--- src/rtl/fetch_sequencer.sv ---
// Instruction-fetch sequencer: owns the PC, drives a 1-cycle-latency
// instruction memory and applies stall/branch/jump/halt control.
module fetch_sequencer #(
  parameter int PC_W   = 12,
  parameter int INST_W = 16,
  parameter logic [PC_W-1:0] RESET_PC = '0,
  parameter logic [3:0] HALT_OP = 4'hF
) (
  input  logic              CLOCK_50,
  input  logic              reset,
  input  logic              start,
  input  logic              stall,
  input  logic              br_taken,
  input  logic [PC_W-1:0]   br_target,
  input  logic              jmp,
  input  logic [PC_W-1:0]   jmp_target,
  output logic [PC_W-1:0]   mem_addr,
  input  logic [INST_W-1:0] mem_q,
  output logic [INST_W-1:0] inst,
  output logic [PC_W-1:0]   inst_pc,
  output logic              inst_valid,
  output logic              running,
  output logic              halted,
  output logic [15:0]       issue_cnt
);

  typedef enum logic [1:0] {
    IDLE = 2'd0,
    RUN  = 2'd1,
    HALT = 2'd2
  } state_t;

  state_t          state_q;
  logic [PC_W-1:0] fa_q;
  logic [PC_W-1:0] q_pc_q;
  logic            q_v_q;
  logic [15:0]     cnt_q;

  logic run;
  logic accept;
  logic is_halt;
  logic hold;

  assign run        = (state_q == RUN);
  assign inst_valid = q_v_q & run;
  assign accept     = inst_valid & ~stall;
  assign is_halt    = (mem_q[INST_W-1 -: 4] == HALT_OP);
  // Re-read the held word while stalled so mem_q stays stable.
  assign hold       = run & stall & q_v_q;
  assign mem_addr   = hold ? q_pc_q : fa_q;

  assign inst      = mem_q;
  assign inst_pc   = q_pc_q;
  assign running   = run;
  assign halted    = (state_q == HALT);
  assign issue_cnt = cnt_q;

  always_ff @(posedge CLOCK_50) begin
    if (reset) begin
      state_q <= IDLE;
      fa_q    <= RESET_PC;
      q_pc_q  <= '0;
      q_v_q   <= 1'b0;
      cnt_q   <= '0;
    end else begin
      unique case (state_q)
        IDLE, HALT: begin
          if (start) begin
            state_q <= RUN;
            fa_q    <= RESET_PC;
            q_v_q   <= 1'b0;
            cnt_q   <= '0;
          end
        end
        RUN: begin
          if (br_taken) begin
            fa_q  <= br_target;
            q_v_q <= 1'b0;
          end else if (jmp) begin
            fa_q  <= jmp_target;
            q_v_q <= 1'b0;
          end else if (accept && is_halt) begin
            state_q <= HALT;
            q_v_q   <= 1'b0;
            cnt_q   <= cnt_q + 16'd1;
          end else if (stall && q_v_q) begin
            fa_q <= fa_q;
          end else begin
            q_pc_q <= fa_q;
            q_v_q  <= 1'b1;
            fa_q   <= fa_q + PC_W'(1);
            if (accept) cnt_q <= cnt_q + 16'd1;
          end
        end
        default: state_q <= IDLE;
      endcase
    end
  end

endmodule

--- config.mk ---
export PLATFORM = sky130hd
export DESIGN_NAME = fetch_sequencer
export DESIGN_NICKNAME = d
export VERILOG_FILES = /design/src/rtl/fetch_sequencer.sv
export SDC_FILE = /design/constraint.sdc
export NUM_CORES = 1
export LEC_CHECK = 0
export ABC_AREA = 1
export CORE_ASPECT_RATIO = 0.75
export CORE_MARGIN = 2
export CORE_UTILIZATION = 45
export DETAILED_ROUTE_END_ITERATION = 16
export PLACE_DENSITY = 0.81
export SLEW_MARGIN = 10
export SYNTH_ARGS = -nofsm -noshare
export SYNTH_HDL_FRONTEND = slang
export SYNTH_SLANG_ARGS = --single-unit
--- constraint.sdc ---
create_clock -name CLOCK_50 -period 2 [get_ports CLOCK_50]
set_input_delay 0.6 -clock CLOCK_50 [delete_from_list [all_inputs] [get_ports CLOCK_50]]
set_output_delay 0.6 -clock CLOCK_50 [all_outputs]
set_load 0.01 [all_outputs]
Word-level counts from Yosys, hierarchy flattened. Cells that the tools add are included.

Muxes and demuxes: 25. Bitwise operators: 9. Reduce and logical (&&, ||, !) cells: 10. Add/subtract/negate cells: 2. Eq/ne operators: 12.

Operator list (number): $mux W16 (6); $mux W12 (6); $pmux W16 S2 (1); $pmux W12 S2 (1); $add A16 B1 Y16 const B (1); $add A12 B1 Y12 const B (1); $mux W2 (4); $ne A4 B4 Y1 const B (2); $reduce_and A4 Y1 (2); $ne A2 B2 Y1 const B (3); $reduce_and A6 Y1 (1); $mux W1 (5); $ne A5 B5 Y1 const B (1); $not A1 Y1 (5); $reduce_and A5 Y1 (1); $and A1 B1 Y1 (4); $eq A4 B4 Y1 const B (1); $pmux W2 S2 (1); $ne A3 B1 Y1 const B (1); $ne A3 B3 Y1 const B (1); $reduce_and A3 Y1 (1); $eq A2 B1 Y1 const B (1); $eq A2 B2 Y1 const B (1); $logic_and A1 B1 Y1 (2); 5 further kinds (5).

Output and inout port bits: 59. Register bits: 43. Logic and storage cells: 63. Input port bits: 46.

Logic depth before layout (Yosys ltp). Gate-level depths: netlist of run 1.

Depth after elaboration: 9. Gate-level depth with buffers: 10.

Worst setup path after synthesis of run 1. Ideal clock, no wire load.

Path type: in2out. From: input stall. To: output mem_addr[10]. Path buffers: 1. Cell stages on the path: 6. Setup slack: 0.036 ns. Arrival: 1.364 ns. Cell sequence: nand2_1 -> inv_1 -> nand2_2 -> clkbuf_1 -> nor2_1 -> a21oi_1.

Cells in the longest elaborated chain, start to end: 3.

Ends and longest elaborated chain: from (decl) (RTL line 12) `input logic stall,`; $and A1 B1 Y1 (2 in a row) (RTL line 49) `assign hold = run & stall & q_v_q;`; $mux W12 (RTL line 50) `assign mem_addr = hold ? q_pc_q : fa_q;`; to (decl) (RTL line 17) `output logic [PC_W-1:0] mem_addr,`.

No other way between the ends.

Worst setup path in the final report of run 1.
From: register state_q[0]. To: output mem_addr[1].

Cells in the longest elaborated chain, start to end: 4.

Ends and longest elaborated chain: from (decl) (RTL line 33) `state_t state_q;`; from (signal assigned) (RTL line 60) `state_q <= IDLE;`; from (signal assigned) (RTL line 69) `state_q <= RUN;`; from (signal assigned) (RTL line 83) `state_q <= HALT;`; $eq A2 B1 Y1 (RTL line 44) `assign run = (state_q == RUN);`; $and A1 B1 Y1 (2 in a row) (RTL line 49); $mux W12 (RTL line 50).

No other way between the ends.

==> impl_metrics.env, run 1 <==
export IMPL_status="complete, but fails checks"
export IMPL_violations="setup timing"
export IMPL_syn_cell_area_mm2=0.00286
export IMPL_power_density_mw_per_mm2=486
export IMPL_crit_fanout=6
export IMPL_synth_area_leader_cell="dfxtp_1"
export IMPL_synth_xor_area_frac=0
export IMPL_yosys_cell_count_top_type="nand2_1"
export IMPL_critPathKind="flip-flop to output pin"
export IMPL_grt_overflow=0
export IMPL_fin_ws_ps=-132
export IMPL_dp_hpwl_mm=6.64
export IMPL_cts_made_buffers=5
export IMPL_synth_edf_count=0
export IMPL_cts_root_buf="clkbuf_8"
export IMPL_grt_max_degree=34
export IMPL_gr_usage_all_layers=0.259
export IMPL_p_leak_uw=0.00169
export IMPL_antennaDiodeCount=0
export IMPL_ir_worst_vdd_v=0.000337
export IMPL_synth_top_family_by_area="simple AND/OR/NAND/NOR gates"
export IMPL_period_share=1.07
export IMPL_cp_required_ps=1400
export IMPL_tns_ps=-336
export IMPL_clk_pin_slew_ps=80
export IMPL_port_buffers=80
export IMPL_hold_class="flip-flop to flip-flop"
export IMPL_postSynth_asyncResetShare=0
export IMPL_max_slew_margin_rel=0.678
export IMPL_place_area_mm2=0.00389
export IMPL_grt_pass1_vias=2940
export IMPL_netlist_instances=452
export IMPL_detail_route_antenna_nets=0
export IMPL_clkSinkCount=43
export IMPL_dieArea_mm2=0.00702
export IMPL_drive_gt1_frac=0.228
export IMPL_start_kind="flip-flop"
export IMPL_cap_violations=0
export IMPL_drt_total_wl_mm=9.14
export IMPL_met3_usage=0.0537
export IMPL_synth_area_leaders="dfxtp_1 30%, nand2_1 17%, a21oi_1 8.9%"
export IMPL_arrival_ps=1530
export IMPL_coreArea_mm2=0.00622
export IMPL_synth_top_area_share=0.301
export IMPL_syn2layout_area_growth_pct=46.5
export IMPL_cts_path_max_buffers=2
export IMPL_synthFlopType="dfxtp_1"
export IMPL_cp_end_kind="output pin"
export IMPL_hold_viol=0
export IMPL_synth_simple_gate_area_frac=0.375
export IMPL_finalSetupViolCount=4
export IMPL_yosysWarnings=0
export IMPL_synth_nets=500
export IMPL_antenna_found_initial=0
export IMPL_ys_types=31
export IMPL_finClkSkew_ps=6.82
export IMPL_clkLatencyLatePin_ps=300
export IMPL_ys_ff_latch=43
export IMPL_crit_path_cell_trace="inv_2 -> nor2_4 -> nand2_8 -> buf_4 -> mux2_4 -> buf_6"
export IMPL_seq_area_frac_synth=0.301
export IMPL_cts_tree="yes"
export IMPL_ctsHtreeMaxLevel=2
export IMPL_maxSlewViolCount=0
export IMPL_max_freq_ghz=0.469
export IMPL_avgSynthCellArea_um2=6.33
export IMPL_die_y_um=73.0
export IMPL_met2_usage=0.383
export IMPL_start_util=0.459
export IMPL_wl_per_cell_um=14.3
export IMPL_synthMuxAreaShare=0.0144
export IMPL_fin_area_mm2=0.00419
export IMPL_final_net_count=604
export IMPL_dr_pass1_iters=5
export IMPL_vias_per_cell=5.32
export IMPL_dp_cells=622
export IMPL_dieWidth_um=96.1
export IMPL_vias=3395
export IMPL_ioPinCount=105
export IMPL_netlist_top_cells_count="126 x nand2_1, 60 x nor2_1, 51 x a21oi_1"
export IMPL_grt_pass1_wl_mm=14.2
export IMPL_finalWeightedCongestion=0.939
export IMPL_drt_initial_drc_count=218
export IMPL_drc=0
export IMPL_busiest_layer="met2"
export IMPL_grt_util_met1=0.378
export IMPL_utilization=0.673
export IMPL_worst_pin_slew_ps=479
export IMPL_synth_adder_area_share=0.00875
export IMPL_rows=25
export IMPL_rsz0062_at_grt="yes"
export IMPL_cp_slowest_cell="dfxtp_2"
export IMPL_final_cell_count_no_fill=638
export IMPL_max_stage_delay_ps=340
export IMPL_fin_crit_ps=2130
export IMPL_synth_compound_area_frac=0.171
-- state kept, by name (all words and copies together) (netlist names) --
signal     cells
issue_cnt     16
q_v_q          1
state_q        2
fa_q          12
inst_pc       12
-- power by group --
part | internal, µW | switching (µW)
Clock | 246 | 306
Sequential | 883 | 26.2
Combinational | 276 | 298
-- what timing repair did --
item	CTS	global route
pin swaps	10	5
endpoints found under the setup margin	19	26
cloned	1	0
hold buffers	0	0
gates resized for setup	96	22
buffers inserted	6	3
-- path summary, 6_finish.rpt --
check	cells past startpoint	slack (ps)	end	start
setup / recovery	6	-130	mem_addr[1]	state_q[0]$_SDFFE_PP0P_
hold / removal	2	490	inst_pc[6]$_SDFFE_PP0P_	inst_pc[6]$_SDFFE_PP0P_
setup reg to reg	12	120	fa_q[4]$_SDFFE_PP0P_	state_q[0]$_SDFFE_PP0P_
hold reg to reg	2	490	inst_pc[6]$_SDFFE_PP0P_	inst_pc[6]$_SDFFE_PP0P_
-- metal layers --
metal / wire [µm] / vias up
met5: 0 / -
met4: 179 / 0
met3: 807 / 28
met2: 4010 / 187
met1: 4150 / 1518
li1: - / 1662
-- cell families (layout without fill, tap and decap cells) --
kind of cell,Yosys count,count (layout)
simple gates,247,247
compound gates,84,84
buf+inv,73,178
flops,43,43
mux,3,3
fa+ha+maj,2,2
-- cell type report --
cell class / instances / area, µm²
clock inverter: 1 / 5.00
timing repair buffer: 129 / 1190
clock buffer: 7 / 76.3
inverter: 41 / 156
fill: 540 / 2040
tap: 81 / 101
sequential: 43 / 866
multi-input combinational: 336 / 1790
-- cells in the final DEF (no fill, tap or decap), types with 6 or more instances in the layout --
cell type / instances
dfxtp_1: 39
a21oi_1: 42
buf_2: 8
nand3_1: 27
nor2_1: 51
nor2_4: 12
nand2_1: 125
a21oi_2: 19
nand4_1: 15
inv_1: 36
buf_6: 6
clkdlybuf4s50_1: 60
buf_4: 43
o21ai_0: 12
-- per-stage QoR --
stage	power [µW]	setup slack [ps]	hold slack [ps]
global placement	1440	-862	473
detailed placement	1450	-889	474
finish	2030	-132	488
CTS	2000	-150	485
floorplan	1210	36.1	475
global route	2110	-162	525
-- worst max-delay path, delay by kind of cell, from the launching register on --
| family | cells | cell delay, ps |
|---|---|---|
| flip-flops | 1 | 340 |
| AND/OR/NAND/NOR | 2 | 250 |
| buffers and inverters | 3 | 320 |
| multiplexers | 1 | 300 |
Power figures use the tool's default switching activity.
==> run 2, diff against run 1 <==
SKIP_CTS_REPAIR_TIMING = 1   (was default)
==> impl_metrics.env, run 2 (synthesis gave the netlist of run 1 again) <==
export IMPL_crit_start="state_q[0]$_SDFFE_PP0P_"
export IMPL_start_util=0.459
export IMPL_min_path_cells=2
export IMPL_dieWidth_um=96.1
export IMPL_worst_pin_slew_ps=478
export IMPL_finalSetupViolCount=11
export IMPL_fin_area_mm2=0.00408
export IMPL_max_stage_delay_ps=340
export IMPL_critPathTopFamily="flip-flops"
export IMPL_critPathBufInv=2
export IMPL_status="complete, but fails checks"
export IMPL_mostFrequentLayoutCells="125 x nand2_1, 60 x clkdlybuf4s50_1, 58 x nor2_1"
export IMPL_dp_hpwl_mm=6.64
export IMPL_violations="setup timing"
export IMPL_crit_fanout=6
export IMPL_rr_startpoint="fa_q[0]$_SDFFE_PP0P_"
export IMPL_critPathKind="flip-flop to output pin"
export IMPL_drive_gt1_frac=0.200
export IMPL_coreArea_mm2=0.00622
export IMPL_multi_input_area_mm2=0.00169
export IMPL_power_density_mw_per_mm2=494
export IMPL_layout_commonest_cell="nand2_1"
export IMPL_place_area_mm2=0.00389
export IMPL_max_freq_ghz=0.482
export IMPL_reg2reg_setup_slack_ps=350
export IMPL_rr_endpoint="fa_q[10]$_SDFFE_PP0P_"
export IMPL_maxSlewViolCount=0
export IMPL_port_buffers=80
export IMPL_max_slew_margin_rel=0.679
export IMPL_grt_max_degree=34
export IMPL_whs_ps=488
export IMPL_crit_path_cell_trace="inv_2 -> nor2_4 -> nand2_8 -> mux2_4 -> dlymetal6s2s_1"
export IMPL_grt_pass1_vias=2791
export IMPL_die_y_um=73.0
export IMPL_cp_depth=5
export IMPL_cts_tree="yes"
export IMPL_hold_viol=0
export IMPL_antenna_found_initial=0
export IMPL_dieArea_mm2=0.00702
export IMPL_vias=3296
export IMPL_syn2layout_area_growth_pct=42.5
export IMPL_finalWeightedCongestion=0.939
export IMPL_cts_made_buffers=5
export IMPL_ir_worst_vdd_v=0.000320
export IMPL_arrival_ps=1480
export IMPL_fin_ws_ps=-76.0
export IMPL_hold_class="flip-flop to flip-flop"
export IMPL_largest_reg_flops=16
export IMPL_fillCellCount=541
export IMPL_rr_worst_depth=10
export IMPL_period_share=1.04
export IMPL_cts_path_max_buffers=2
export IMPL_ioPinCount=105
export IMPL_clk_pin_slew_ps=80
export IMPL_finClkSkew_ps=5.63
export IMPL_grt_pass1_wl_mm=13.4
export IMPL_vias_per_cell=5.17
export IMPL_detail_route_antenna_nets=0
export IMPL_rows=25
export IMPL_cts_root_buf="clkbuf_8"
export IMPL_final_net_count=603
export IMPL_drt_initial_drc_count=222
export IMPL_grt_overflow=0
export IMPL_fin_crit_ps=2080
export IMPL_gr_usage_all_layers=0.243
export IMPL_rsz0062_at_grt="yes"
export IMPL_ff_latch_area_um2=866
export IMPL_clkLatencyLatePin_ps=300
export IMPL_cp_required_ps=1400
export IMPL_clkSinkCount=43
export IMPL_wl_per_cell_um=13.7
export IMPL_tns_ps=-442
export IMPL_cp_slowest_cell="dfxtp_2"
export IMPL_place_ws_ps=-889
export IMPL_dr_pass1_iters=5
export IMPL_ctsHtreeMaxLevel=2
export IMPL_p_leak_uw=0.00176
export IMPL_cp_end_kind="output pin"
export IMPL_antennaDiodeCount=0
export IMPL_start_kind="flip-flop"
export IMPL_cap_violations=0
export IMPL_cp_endpoint="mem_addr[1]"
export IMPL_drc=0
export IMPL_drt_total_wl_mm=8.70
==> run 2: cell types whose count changed in the layout (fill, tap and decap cells not counted), sizes merged <==
cell           previous run  this run
clkbuf                    8        12
dlygate4sd2               4         0
buf                      62        55
dlymetal6s2s              1         8
clkdlybuf4s15             1         0
==> run 2: metal layers <==
metal / global-route usage / vias up / part of all wire
met5: 0 / - / 0
met4: 0.0524 / 0 / 0.0099
met3: 0.0455 / 12 / 0.089
met2: 0.353 / 135 / 0.43
met1: 0.371 / 1492 / 0.47
li1: - / 1657 / -
==> run 2: worst min-delay path by stage <==
stage	end	startpoint
2_1_floorplan	inst_pc[11]$_SDFFE_PP0P_	fa_q[11]$_SDFFE_PP0P_
3_3_place_gp	inst_pc[6]$_SDFFE_PP0P_	inst_pc[6]$_SDFFE_PP0P_
3_5_place_dp	inst_pc[6]$_SDFFE_PP0P_	inst_pc[6]$_SDFFE_PP0P_
4_1_cts	inst_pc[6]$_SDFFE_PP0P_	inst_pc[6]$_SDFFE_PP0P_
5_1_grt	inst_pc[11]$_SDFFE_PP0P_	inst_pc[11]$_SDFFE_PP0P_
6_report	inst_pc[6]$_SDFFE_PP0P_	inst_pc[6]$_SDFFE_PP0P_
==> run 2: area by class of cell <==
| class | count | area share |
|---|---|---|
| Multi-Input combinational cell | 336 | 0.413 |
| Timing Repair Buffer | 128 | 0.292 |
| Sequential cell | 43 | 0.212 |
| Inverter | 41 | 0.0378 |
| Tap cell | 81 | 0.0249 |
| Clock buffer | 7 | 0.0187 |
| Clock inverter | 1 | 0.00123 |
==> run 2: stage by stage <==
step	utilization	total power, µW	std cells
floorplan	-	1210	452
global placement	0.625	1440	622
detailed placement	0.625	1450	622
CTS	0.638	1980	630
global route	0.655	2100	637
finish	0.655	2020	637
==> run 2: report_power, final <==
part           internal, µW  switching, µW  leakage, µW
Combinational           270            287      0.00136
Sequential              883           23.7     0.000350
Clock                   246            306    0.0000422
==> run 2: tightest hold or removal path: stages (launching register included) <==
cell	delay, ps
dfxtp_1	330
nand2_1	60
a21oi_1	50
